`src/rtl/bus_initiator_if.sv`:
```
// Core request/response and single-beat bus signals for bus_initiator.
// The master modport is the initiator's view; slave is the core/bus-agent view.
interface bus_initiator_if;
    logic        req_valid;
    logic        req_ready;
    logic [31:0] req_addr;
    logic [31:0] req_wdata;
    logic        req_we;
    logic [3:0]  req_be;

    logic        resp_valid;
    logic [31:0] resp_rdata;
    logic        resp_error;

    logic [31:0] bus_addrData_o;
    logic [3:0]  bus_byteEnables_o;
    logic [7:0]  bus_burstSize_o;
    logic        bus_readNWrite_o;
    logic        bus_beginTransaction_o;
    logic        bus_endTransaction_o;
    logic        bus_dataValid_o;

    logic [31:0] bus_addrData_i;
    logic        bus_endTransaction_i;
    logic        bus_dataValid_i;
    logic        bus_busy_i;
    logic        bus_error_i;

    modport master (
        input  req_valid, req_addr, req_wdata, req_we, req_be,
        output req_ready, resp_valid, resp_rdata, resp_error,
        output bus_addrData_o, bus_byteEnables_o, bus_burstSize_o, bus_readNWrite_o,
        output bus_beginTransaction_o, bus_endTransaction_o, bus_dataValid_o,
        input  bus_addrData_i, bus_endTransaction_i, bus_dataValid_i, bus_busy_i, bus_error_i
    );

    modport slave (
        output req_valid, req_addr, req_wdata, req_we, req_be,
        input  req_ready, resp_valid, resp_rdata, resp_error,
        input  bus_addrData_o, bus_byteEnables_o, bus_burstSize_o, bus_readNWrite_o,
        input  bus_beginTransaction_o, bus_endTransaction_o, bus_dataValid_o,
        output bus_addrData_i, bus_endTransaction_i, bus_dataValid_i, bus_busy_i, bus_error_i
    );
endinterface

```
`src/rtl/bus_initiator.sv`:
```
// Single-beat bus initiator: accepts one core request, runs an ADDR/DATA
// bus transaction with a wait-cycle timeout, and returns a one-cycle response.
//
// state  | meaning
// IDLE   | ready for a core request
// ADDR   | one cycle, address phase with beginTransaction
// DATA   | waiting for slave completion (write data driven), timeout counting
// RESP   | one-cycle resp_valid pulse
module bus_initiator #(
    parameter int unsigned TIMEOUT_CYCLES = 16
) (
    input  logic            clk,
    input  logic            rst_n,
    bus_initiator_if.master bif
);
    typedef enum logic [1:0] {S_IDLE, S_ADDR, S_DATA, S_RESP} state_t;

    // Timeout fires on the DATA cycle that would bring the count to TIMEOUT_CYCLES.
    localparam logic [7:0] TIMEOUT_LAST = 8'(TIMEOUT_CYCLES - 1);

    state_t      state;
    logic [31:0] addr_q;
    logic [31:0] wdata_q;
    logic        we_q;
    logic [3:0]  be_q;
    logic [7:0]  wait_cnt;
    logic [31:0] rdata_cap;
    logic [31:0] resp_rdata_q;
    logic        resp_error_q;

    logic done_ok;
    logic timeout_hit;

    assign done_ok     = bif.bus_endTransaction_i && !bif.bus_busy_i;
    assign timeout_hit = (wait_cnt == TIMEOUT_LAST);

    always_ff @(posedge clk or negedge rst_n) begin
        if (!rst_n) begin
            state        <= S_IDLE;
            addr_q       <= '0;
            wdata_q      <= '0;
            we_q         <= 1'b0;
            be_q         <= '0;
            wait_cnt     <= '0;
            rdata_cap    <= '0;
            resp_rdata_q <= '0;
            resp_error_q <= 1'b0;
        end else begin
            case (state)
                S_IDLE: begin
                    if (bif.req_valid) begin
                        addr_q  <= bif.req_addr;
                        wdata_q <= bif.req_wdata;
                        we_q    <= bif.req_we;
                        be_q    <= bif.req_be;
                        state   <= S_ADDR;
                    end
                end
                S_ADDR: begin
                    wait_cnt  <= '0;
                    rdata_cap <= '0;
                    state     <= S_DATA;
                end
                S_DATA: begin
                    if (!we_q && bif.bus_dataValid_i)
                        rdata_cap <= bif.bus_addrData_i;
                    if (done_ok) begin
                        state        <= S_RESP;
                        resp_error_q <= bif.bus_error_i;
                        if (we_q || bif.bus_error_i)
                            resp_rdata_q <= '0;
                        else if (bif.bus_dataValid_i)
                            resp_rdata_q <= bif.bus_addrData_i;
                        else
                            resp_rdata_q <= rdata_cap;
                    end else if (timeout_hit) begin
                        state        <= S_RESP;
                        resp_error_q <= 1'b1;
                        resp_rdata_q <= '0;
                    end else begin
                        wait_cnt <= wait_cnt + 8'd1;
                    end
                end
                S_RESP: state <= S_IDLE;
                default: state <= S_IDLE;
            endcase
        end
    end

    assign bif.req_ready  = (state == S_IDLE);
    assign bif.resp_valid = (state == S_RESP);
    assign bif.resp_rdata = resp_rdata_q;
    assign bif.resp_error = resp_error_q;

    assign bif.bus_burstSize_o        = 8'd0;
    assign bif.bus_beginTransaction_o = (state == S_ADDR);
    assign bif.bus_endTransaction_o   = (state == S_DATA) && we_q;
    assign bif.bus_dataValid_o        = (state == S_DATA) && we_q;

    always_comb begin
        bif.bus_addrData_o    = '0;
        bif.bus_byteEnables_o = '0;
        bif.bus_readNWrite_o  = 1'b1;
        case (state)
            S_ADDR: begin
                bif.bus_addrData_o    = addr_q;
                bif.bus_byteEnables_o = be_q;
                bif.bus_readNWrite_o  = ~we_q;
            end
            S_DATA: begin
                bif.bus_addrData_o    = we_q ? wdata_q : 32'd0;
                bif.bus_byteEnables_o = be_q;
                bif.bus_readNWrite_o  = ~we_q;
            end
            default: ;
        endcase
    end
endmodule

```
`src/flat_wrapper.sv`:
```
// flat-port wrapper written by rule: the top's interface ports become plain ports
module bus_initiator_flat 
#(
    parameter int unsigned TIMEOUT_CYCLES = 16
)
  (clk, rst_n, bif_req_valid, bif_req_addr, bif_req_wdata, bif_req_we, bif_req_be, bif_req_ready, bif_resp_valid, bif_resp_rdata, bif_resp_error, bif_bus_addrData_o, bif_bus_byteEnables_o, bif_bus_burstSize_o, bif_bus_readNWrite_o, bif_bus_beginTransaction_o, bif_bus_endTransaction_o, bif_bus_dataValid_o, bif_bus_addrData_i, bif_bus_endTransaction_i, bif_bus_dataValid_i, bif_bus_busy_i, bif_bus_error_i);
  bus_initiator_if bif_i ();
  input  logic clk;
  input  logic rst_n;
  input wire logic [$bits(bif_i.req_valid)-1:0] bif_req_valid;
  input wire logic [$bits(bif_i.req_addr)-1:0] bif_req_addr;
  input wire logic [$bits(bif_i.req_wdata)-1:0] bif_req_wdata;
  input wire logic [$bits(bif_i.req_we)-1:0] bif_req_we;
  input wire logic [$bits(bif_i.req_be)-1:0] bif_req_be;
  output wire logic [$bits(bif_i.req_ready)-1:0] bif_req_ready;
  output wire logic [$bits(bif_i.resp_valid)-1:0] bif_resp_valid;
  output wire logic [$bits(bif_i.resp_rdata)-1:0] bif_resp_rdata;
  output wire logic [$bits(bif_i.resp_error)-1:0] bif_resp_error;
  output wire logic [$bits(bif_i.bus_addrData_o)-1:0] bif_bus_addrData_o;
  output wire logic [$bits(bif_i.bus_byteEnables_o)-1:0] bif_bus_byteEnables_o;
  output wire logic [$bits(bif_i.bus_burstSize_o)-1:0] bif_bus_burstSize_o;
  output wire logic [$bits(bif_i.bus_readNWrite_o)-1:0] bif_bus_readNWrite_o;
  output wire logic [$bits(bif_i.bus_beginTransaction_o)-1:0] bif_bus_beginTransaction_o;
  output wire logic [$bits(bif_i.bus_endTransaction_o)-1:0] bif_bus_endTransaction_o;
  output wire logic [$bits(bif_i.bus_dataValid_o)-1:0] bif_bus_dataValid_o;
  input wire logic [$bits(bif_i.bus_addrData_i)-1:0] bif_bus_addrData_i;
  input wire logic [$bits(bif_i.bus_endTransaction_i)-1:0] bif_bus_endTransaction_i;
  input wire logic [$bits(bif_i.bus_dataValid_i)-1:0] bif_bus_dataValid_i;
  input wire logic [$bits(bif_i.bus_busy_i)-1:0] bif_bus_busy_i;
  input wire logic [$bits(bif_i.bus_error_i)-1:0] bif_bus_error_i;
  assign bif_i.req_valid = bif_req_valid;
  assign bif_i.req_addr = bif_req_addr;
  assign bif_i.req_wdata = bif_req_wdata;
  assign bif_i.req_we = bif_req_we;
  assign bif_i.req_be = bif_req_be;
  assign bif_req_ready = bif_i.req_ready;
  assign bif_resp_valid = bif_i.resp_valid;
  assign bif_resp_rdata = bif_i.resp_rdata;
  assign bif_resp_error = bif_i.resp_error;
  assign bif_bus_addrData_o = bif_i.bus_addrData_o;
  assign bif_bus_byteEnables_o = bif_i.bus_byteEnables_o;
  assign bif_bus_burstSize_o = bif_i.bus_burstSize_o;
  assign bif_bus_readNWrite_o = bif_i.bus_readNWrite_o;
  assign bif_bus_beginTransaction_o = bif_i.bus_beginTransaction_o;
  assign bif_bus_endTransaction_o = bif_i.bus_endTransaction_o;
  assign bif_bus_dataValid_o = bif_i.bus_dataValid_o;
  assign bif_i.bus_addrData_i = bif_bus_addrData_i;
  assign bif_i.bus_endTransaction_i = bif_bus_endTransaction_i;
  assign bif_i.bus_dataValid_i = bif_bus_dataValid_i;
  assign bif_i.bus_busy_i = bif_bus_busy_i;
  assign bif_i.bus_error_i = bif_bus_error_i;
  bus_initiator #(.TIMEOUT_CYCLES(TIMEOUT_CYCLES)) u_core (.clk(clk), .rst_n(rst_n), .bif(bif_i));
endmodule
```
`config.mk`:
```
export PLATFORM = sky130hd
export DESIGN_NAME = bus_initiator_flat
export DESIGN_NICKNAME = d
export VERILOG_FILES = /design/src/rtl/bus_initiator_if.sv /design/src/rtl/bus_initiator.sv /design/src/flat_wrapper.sv
export SDC_FILE = /design/constraint.sdc
export NUM_CORES = 1
export LEC_CHECK = 0
export ABC_CLOCK_PERIOD_IN_PS = 3800
export BUFFER_PORTS_ARGS = -buffer_cell sky130_fd_sc_hd__buf_2
export CAP_MARGIN = 0
export CORE_MARGIN = 1
export CORE_UTILIZATION = 55
export DETAILED_ROUTE_END_ITERATION = 16
export PLACE_DENSITY = 0.95
export SYNTH_ARGS = -nofsm -noshare
export SYNTH_HDL_FRONTEND = slang
export SYNTH_SLANG_ARGS = --single-unit
```
`constraint.sdc`:
```
create_clock -name clk -period 3.8 [get_ports clk]
set_input_delay 0.38 -clock clk [delete_from_list [all_inputs] [get_ports clk]]
set_output_delay 0.38 -clock clk [all_outputs]
set_load 0.01 [all_outputs]
```
* Yosys cells after proc, flatten, opt, wreduce, memory -nomap -nowiden
Index checks and enable logic that the tools add are counted.
** Word-level totals
- Register bits after elaboration :: 144
- Input port bits :: 108
- Output and inout port bits :: 83
- Word-level logic and storage cells :: 54
** Cells by class
- Add/subtract/negate cells :: 1
- Equality and inequality tests :: 9
- Mux-type cells :: 19
- Bitwise gates (word level) :: 1
- Reductions and logical operators :: 15
** Operator list (count)
- 32-bit two-way mux :: 6
- 32-bit one-hot mux with 2 select lines :: 2
- 8-bit two-way mux :: 2
- 8-bit one-hot mux with 2 select lines :: 1
- 8-bit by 1-bit adder with 8-bit output (second input constant) :: 1
- 8-bit by 4-bit == test with 1-bit output (second input constant) :: 1
- 2-bit one-hot mux with 4 select lines :: 1
- 2-bit AND reduction :: 4
- 2-bit two-way mux :: 3
- 2-bit != test (second input constant) :: 3
- 2-bit == test (second input constant) :: 2
- 4-bit two-way mux :: 1
- 2-bit nonzero test :: 2
- 1-bit logical AND :: 3
- 1-bit two-way mux :: 3
- 3-bit by 1-bit != test with 1-bit output (second input constant) :: 1
- 3-bit AND reduction :: 1
- 2-bit by 1-bit == test with 1-bit output (second input constant) :: 1
- 1-bit zero test :: 2
- 2-bit zero test :: 1
- 2-bit by 1-bit != test with 1-bit output (second input constant) :: 1
- 2-bit OR reduction :: 1
- 1-bit logical OR :: 1
- 1-bit NOT :: 1

* Logic depth before layout (Yosys ltp)
Gate-level depths: netlist (run 1).
- Word-level depth :: 4
- Depth in mapped cells :: 7
- Depth with buffers taken out :: 6

* Least setup slack after synthesis (run 1)
Ideal clock, no wire load.
- Kind :: reg-to-output
- Start point :: register u_core.state[0]
- End point :: output port bif_bus_addrData_o[10]
- Arrival :: 1756 ps
- Setup slack :: 1664 ps
- Stages on the path, launching flop included :: 8
- Cell sequence :: dfrtp_1 > inv_1 > ha_1 > and2_1 > clkbuf_1 > clkbuf_1 > a22oi_1 > nor2b_1
** On the way
- Longest elaborated chain between the ends :: 2
** Ends and longest elaborated chain
- start: declaration :: line bus_initiator.sv:21 : state_t state;
- start signal: assignment :: line bus_initiator.sv:39 : state <= S_IDLE;
- start signal: assignment :: line bus_initiator.sv:56 : state <= S_ADDR;
- start signal: assignment :: line bus_initiator.sv:62 : state <= S_DATA;
- 2-bit == test / 2-bit by 1-bit == test with 1-bit output (equally long branches) :: line bus_initiator.sv:104 : case (state)
- 32-bit one-hot mux with 2 select lines (*) :: line bus_initiator.sv:104
- end: declaration :: line flat_wrapper.sv:19 : output wire logic [$bits(bif_i.bus_addrData_o)-1:0] bif_bus_addrData_o;
Mark *: on every way between the ends. The rest lies on a longest branch, timed or not.

* Worst setup path after layout (run 1)
- Start point :: register u_core.state[0]
- End point :: output port bif_bus_addrData_o[31]
Same word-level chain as after synthesis.

==> run_results.csv, run 1 <==
group,metric,value,unit
power_and_ir_drop,vdd_ir_drop_max,0.5020,mV
power_and_ir_drop,switching_share,33.45,%
global_routing,grt_usage,26.25,%
run_status,status,"finished, final reports clean",
drt,wire_per_inst,18.72,µm
setup_path,crit_path_start_kind,"flip-flop",
yosys,yosysSeqAreaShare,53.33,%
yosys,avgSynthCellArea,12.85,µm²
timing,finalHoldWorstSlack,4.888,ps
timing,slew_headroom,30.20,%
floorplan,core,12010,µm²
setup_path,r2r_setup_slack,1250,ps
floorplan,pin_count,191,
global_routing,use_met3,8.891,%
timing,finalHoldViolations,0,
power_and_ir_drop,p_per_area,775.5,nW/µm²
clocking,insertion_delay,420,ps
drt,drc,0,
timing,max_freq,0.3434,GHz
yosys,synthDistinctLibCells,40,
timing,layout_worst_path_cycle_share,76.63,%
floorplan,dieArea,12730,µm²
setup_path,crit_fanout,34,
global_routing,grt_use_met2,43.79,%
global_routing,top_usage_layer,"met2",
timing,setup_viol,0,
drt,detail_route.wirelength,15970,µm
place,portBuffers,182,
flow_run,drv_cap,0,
power_and_ir_drop,combPwrFrac,36.2,%
place,place_congestion,0.7990,
yosys,syn_inst,526,
clocking,cts_buffers,17,
place,placed_cell_area,7717,µm²
finish,stdcell_area,8309,µm²
drt,first_pass_iters,5,
timing,min_period,2912,ps
setup_path,worstSetupPathType,"flip-flop to output port",
setup_path,worstPathArrival,2530,ps
timing,rsz0062_at_grt,"false",
yosys,syn_area,6756,µm²
setup_path,end_kind,"output port",
min_path,hp-class,"input port to asynchronous set/reset pin",
clocking,root_buffer,"clkbuf_16",
yosys,synth_edf_count,0,
yosys,ys.warnings.count,0,
clocking,clkTransAtPathRegs,60,ps
clocking,cts.path.max_buffers,2,
power_and_ir_drop,power_leakage,0.004213,µW
timing,tightest_slew,1047,ps
drt,num_vias,4948,
finish,syn2layout_area_growth,22.98,%
finish,mostFrequentLayoutCells,"181 x buf_2, 144 x dfrtp_1, 72 x mux2_2",
floorplan,chipHeight,112.8,µm
global_routing,antenna_found_initial,0,
power_and_ir_drop,power.switching,2155,µW
finish,drive_above_1_share,46.18,%
power_and_ir_drop,seqPwrFrac,38.3,%
yosys,synth_seq_cells,144,
timing,fin_tns_setup,0,ps
finish,n_antenna_cell,0,
global_routing,overflow,0,
global_routing,grt_max_degree,81,
finish,layout_commonest_cell,"buf_2",
timing,fin_skew,8.420,ps
clocking,cts_tree,"built",
clocking,clock-sinks,144,
clocking,htreeDepth,4,
timing,drv_slew,0,
drt,drt_iter0_drc,380,
place,post-dp-hpwl,10950,µm
yosys,synth-main-ff-cell,"dfrtp_1",
power_and_ir_drop,internal_power,4288,µW
setup_path,cp.required,3420,ps
global_routing,grt_pass1_vias,5136,
floorplan,start_util,56.25,%
power_and_ir_drop,p_total,6444,µW
clocking,cts-resized-gates,0,
power_and_ir_drop,p_clk_share,25.6,%
global_routing,use_met1,32.01,%
finish,fin_nets,808,
drt,via_per_inst,5.801,
floorplan,die_w,112.8,µm
finish,fillers,815,
clocking,postCtsSetupBuffers,0,
yosys,synthArstFlopShare,100.0,%
drt,drtAntennaViolNets,0,
floorplan,core.rowCount,40,
clocking,hold_buffers,0,
global_routing,grt_pass1_wl,25630,µm
[cells by family (layout without fill, tap and decap cells)]
| family | count (synthesis) | in the layout | share of synthesized area, % |
|---|---|---|---|
| muxes | 134 | 134 | 23.41 |
| other | 1 | 8 | 0.05550 |
| and+or+nand+nor | 106 | 106 | 8.611 |
| adders and majority gates | 6 | 6 | 1.111 |
| buffers and inverters | 53 | 226 | 3.815 |
| DFF | 144 | 144 | 53.33 |
| AOI/OAI and AO/OA | 82 | 82 | 9.667 |
[cells in the mapped netlist, types with 3 or more instances]
| cell type | count | share of area [%] |
|---|---|---|
| nor2b_1 | 36 | 3.3 |
| mux2i_1 | 32 | 4.7 |
| clkbuf_1 | 27 | 1.5 |
| or4_1 | 3 | 0.33 |
| ha_1 | 6 | 1.1 |
| nand2_1 | 4 | 0.22 |
| nand3_1 | 8 | 0.59 |
| a21oi_1 | 5 | 0.37 |
| inv_1 | 5 | 0.28 |
| mux2_2 | 72 | 12 |
| nand2b_1 | 6 | 0.56 |
| mux2_4 | 30 | 6.7 |
| o211ai_1 | 4 | 0.44 |
| buf_6 | 3 | 0.50 |
| dfrtp_1 | 144 | 53 |
| buf_1 | 7 | 0.39 |
| a22oi_1 | 32 | 3.6 |
| a22o_1 | 32 | 4.1 |
| buf_4 | 9 | 1.0 |
| nor2_1 | 33 | 1.8 |
| and2_1 | 5 | 0.46 |
[metrics by stage]
stage / worst slack (ps) / instances / utilization (%)
after CTS: 899.1 / 853 / 69.11
after global placement: 1182 / 822 / 64.25
after floorplan: 1664 / 533 / -
after global routing: 645.3 / 853 / 69.18
after detailed placement: 934.8 / 822 / 64.25
final: 888.1 / 853 / 69.18
[worst max-delay path, cell delays in order, from the launching register on]
cell and delay (ps):
dfrtp_1 400, inv_1 130, ha_1 520, and2_1 230
buf_4 340, a22oi_1 150, nor2b_1 160, buf_2 150
[layer usage]
metal | vias to the layer above | share of wire (%) | wire length [µm]
met4 | 0 | 1.4 | 226
met1 | 2465 | 42 | 6652
met2 | 257 | 49 | 7835
met5 | - | 0 | 0
met3 | 19 | 7.9 | 1257
li1 | 2207 | - | -
[worst paths after layout]
kind | startpoint | end | cells after the start
max in group asynchronous | rst_n | u_core.bif.resp_rdata[21] | 2
setup reg to reg | u_core.state[0] | u_core.rdata_cap[31] | 7
hold / removal | rst_n | u_core.bif.resp_rdata[5] | 1
min in group clk | bif_req_addr[8] | u_core.addr_q[8] | 2
setup / recovery | u_core.state[0] | bif_bus_addrData_o[31] | 7
hold reg to reg | u_core.rdata_cap[22] | u_core.rdata_cap[22] | 1
[power groups by stage]
stage / combinational (µW) / clock (µW) / sequential [µW]
CTS: 2330 / 1670 / 2460
floorplan: 1660 / 0 / 2370
finish: 2330 / 1650 / 2470
global placement: 2200 / 0 / 2420
detailed placement: 2310 / 0 / 2470
global route: 2530 / 1740 / 2520
[flip-flops by register name, indices dropped and copies added (netlist names)]
name / flops
u_core.addr_q: 32
u_core.bif.resp_rdata: 32
u_core.rdata_cap: 32
u_core.wdata_q: 32
u_core.wait_cnt: 8
u_core.be_q: 4
u_core.state: 2
u_core.bif.resp_error: 1
u_core.we_q: 1
[cell type report]
| class | count | area, µm² | share of cell area [%] |
|---|---|---|---|
| clock inverters | 8 | 106.4 | 1.280 |
| well taps | 147 | 183.9 | 2.214 |
| flip-flops and latches | 144 | 3603 | 43.37 |
| multi-input cells | 336 | 2942 | 35.40 |
| repair buffers | 190 | 977.2 | 11.76 |
| clock buffers | 23 | 478.0 | 5.752 |
| inverters | 5 | 18.77 | 0.2259 |
No activity file was read; power rests on OpenSTA's default activity.
==> run 2: changes to the inputs <==
--- a/config.mk
+++ b/config.mk
@@ -5,13 +5,13 @@
 export SDC_FILE = /design/constraint.sdc
 export NUM_CORES = 1
 export LEC_CHECK = 0
-export ABC_CLOCK_PERIOD_IN_PS = 3800
+export ABC_CLOCK_PERIOD_IN_PS = 2500
 export BUFFER_PORTS_ARGS = -buffer_cell sky130_fd_sc_hd__buf_2
 export CAP_MARGIN = 0
 export CORE_MARGIN = 1
-export CORE_UTILIZATION = 55
+export CORE_UTILIZATION = 47
 export DETAILED_ROUTE_END_ITERATION = 16
-export PLACE_DENSITY = 0.95
+export PLACE_DENSITY = 0.88
 export SYNTH_ARGS = -nofsm -noshare
 export SYNTH_HDL_FRONTEND = slang
 export SYNTH_SLANG_ARGS = --single-unit
==> constraint.sdc (replaced) <==
create_clock -name clk -period 2.5 [get_ports clk]
set_input_delay 0.25 -clock clk [delete_from_list [all_inputs] [get_ports clk]]
set_output_delay 0.25 -clock clk [all_outputs]
set_load 0.01 [all_outputs]
==> run_results.csv, run 2 (synthesized netlist as in run 1, its figures left out) <==
group,metric,value,unit
drt,drtAntennaViolNets,0,
power_and_ir_drop,p_clk_share,24.2,%
power_and_ir_drop,power_leakage,0.004258,µW
drt,detail_route.wirelength,15350,µm
drt,drc,0,
drt,wl_met1,6506,µm
floorplan,die_w,121.9,µm
clocking,htreeDepth,4,
floorplan,pin_count,191,
finish,fin_nets,814,
timing,fin_tns_setup,0,ps
finish,drive_above_1_share,46.63,%
power_and_ir_drop,p_per_area,1145,nW/µm²
setup_path,end_kind,"output port",
global_routing,grt_usage,21.71,%
drt,wl_met2,7134,µm
finish,instances_no_fill,892,
finish,layout_commonest_cell,"buf_2",
setup_path,worstPathArrival,2090,ps
clocking,cts_tree,"built",
finish,syn2layout_area_growth,24.81,%
clocking,postCtsSetupBuffers,0,
timing,slew_headroom,58.04,%
global_routing,grt_max_degree,51,
run_status,status,"finished, final reports clean",
timing,finalHoldViolations,0,
place,portBuffers,182,
place,post-dp-hpwl,10230,µm
global_routing,grt_pass1_wl,24720,µm
global_routing,antenna_found_initial,1,
finish,fin_util,60.52,%
timing,drv_slew,0,
drt,wl_met3,1545,µm
drt,first_pass_iters,7,
power_and_ir_drop,combPwrFrac,37.6,%
timing,max_freq,0.4267,GHz
place,placed_cells,860,
drt,wire_per_inst,17.21,µm
clocking,clock-sinks,144,
setup_path,crit_path_start_kind,"flip-flop",
timing,tightest_slew,629.3,ps
finish,fillers,1051,
clocking,clkTransAtPathRegs,60,ps
drt,drt_iter0_drc,252,
power_and_ir_drop,p_total,9659,µW
power_and_ir_drop,switching_share,33.26,%
setup_path,cp.required,2250,ps
timing,min_period,2343,ps
timing,rsz0062_at_grt,"false",
clocking,insertion_delay,420,ps
global_routing,grt_pass1_vias,5034,
floorplan,chipHeight,121.9,µm
setup_path,crit_fanout,33,
floorplan,start_util,48.49,%
floorplan,core.rowCount,43,
global_routing,overflow,0,
floorplan,dieArea,14860,µm²
power_and_ir_drop,internal_power,6446,µW
min_path,hp-class,"input port to flip-flop",
place,place_congestion,0.8058,
setup_path,worstSetupPathType,"flip-flop to output port",
floorplan,core,13930,µm²
flow_run,drv_cap,0,
timing,fin_skew,9.602,ps
clocking,cts.path.max_buffers,2,
timing,layout_worst_path_cycle_share,93.74,%
timing,setup_viol,0,
clocking,cts_buffers,17,
power_and_ir_drop,power.switching,3213,µW
timing,finalHoldWorstSlack,58.62,ps
finish,n_antenna_cell,0,
power_and_ir_drop,seqPwrFrac,38.3,%
drt,top_layer,"met5",
finish,mostFrequentLayoutCells,"181 x buf_2, 144 x dfrtp_1, 72 x mux2_2",
drt,via_per_inst,5.378,
power_and_ir_drop,vdd_ir_drop_max,0.8561,mV
drt,num_vias,4797,
clocking,root_buffer,"clkbuf_16",
run 2: area by class of cell:
class	count	area (µm²)	share of cell area, %
clock inverters	11	92.59	1.098
inverters	5	18.77	0.2226
repair buffers	196	1112	13.19
flip-flops and latches	144	3603	42.73
well taps	180	225.2	2.671
multi-input cells	336	2934	34.79
clock buffers	20	446.7	5.297
run 2: what timing repair did:
action,CTS,global route
endpoints found under the setup margin,0,0
gates resized for setup,0,0
hold endpoints to repair,47,0
hold buffers,1,0
run 2: metrics by stage:
step | setup WS (ps) | cell area [µm²]
final | 156.6 | 8433
after global routing | 51.09 | 8433
after CTS | 165.1 | 8433
after detailed placement | 414.9 | 7884
after global placement | 469.3 | 7884
after floorplan | 493.9 | 6783
run 2: layer usage:
metal	GRT usage, %	vias to the layer above
met5	0	-
li1	-	2221
met2	34.29	205
met1	26.58	2353
met4	7.407	2
met3	9.223	16
run 2: path summary, 6_finish.rpt:
kind	from	slack (ps)	cells after the start	to
setup / recovery	u_core.state[1]	160	6	bif_bus_addrData_o[5]
hold / removal	bif_req_addr[19]	60	2	u_core.addr_q[19]
setup reg to reg	u_core.wait_cnt[5]	390	4	u_core.bif.resp_rdata[23]
hold reg to reg	u_core.rdata_cap[0]	500	1	u_core.rdata_cap[0]
max in group asynchronous	rst_n	1510	3	u_core.wdata_q[3]
min in group asynchronous	rst_n	350	2	u_core.rdata_cap[1]
run 2: power by group through the flow:
stage / combinational [µW] / clock [µW] / sequential [µW]
floorplan: 2520 / 0 / 3610
global placement: 3550 / 0 / 3670
detailed placement: 3630 / 0 / 3720
CTS: 3660 / 2390 / 3690
global route: 3980 / 2480 / 3800
finish: 3630 / 2330 / 3700
run 2: critical path: stages (launching register included):
cell	delay, ps
dfrtp_1	410
inv_1	120
ha_1	210
buf_4	370
a22oi_1	180
nor2b_1	190
buf_2	160
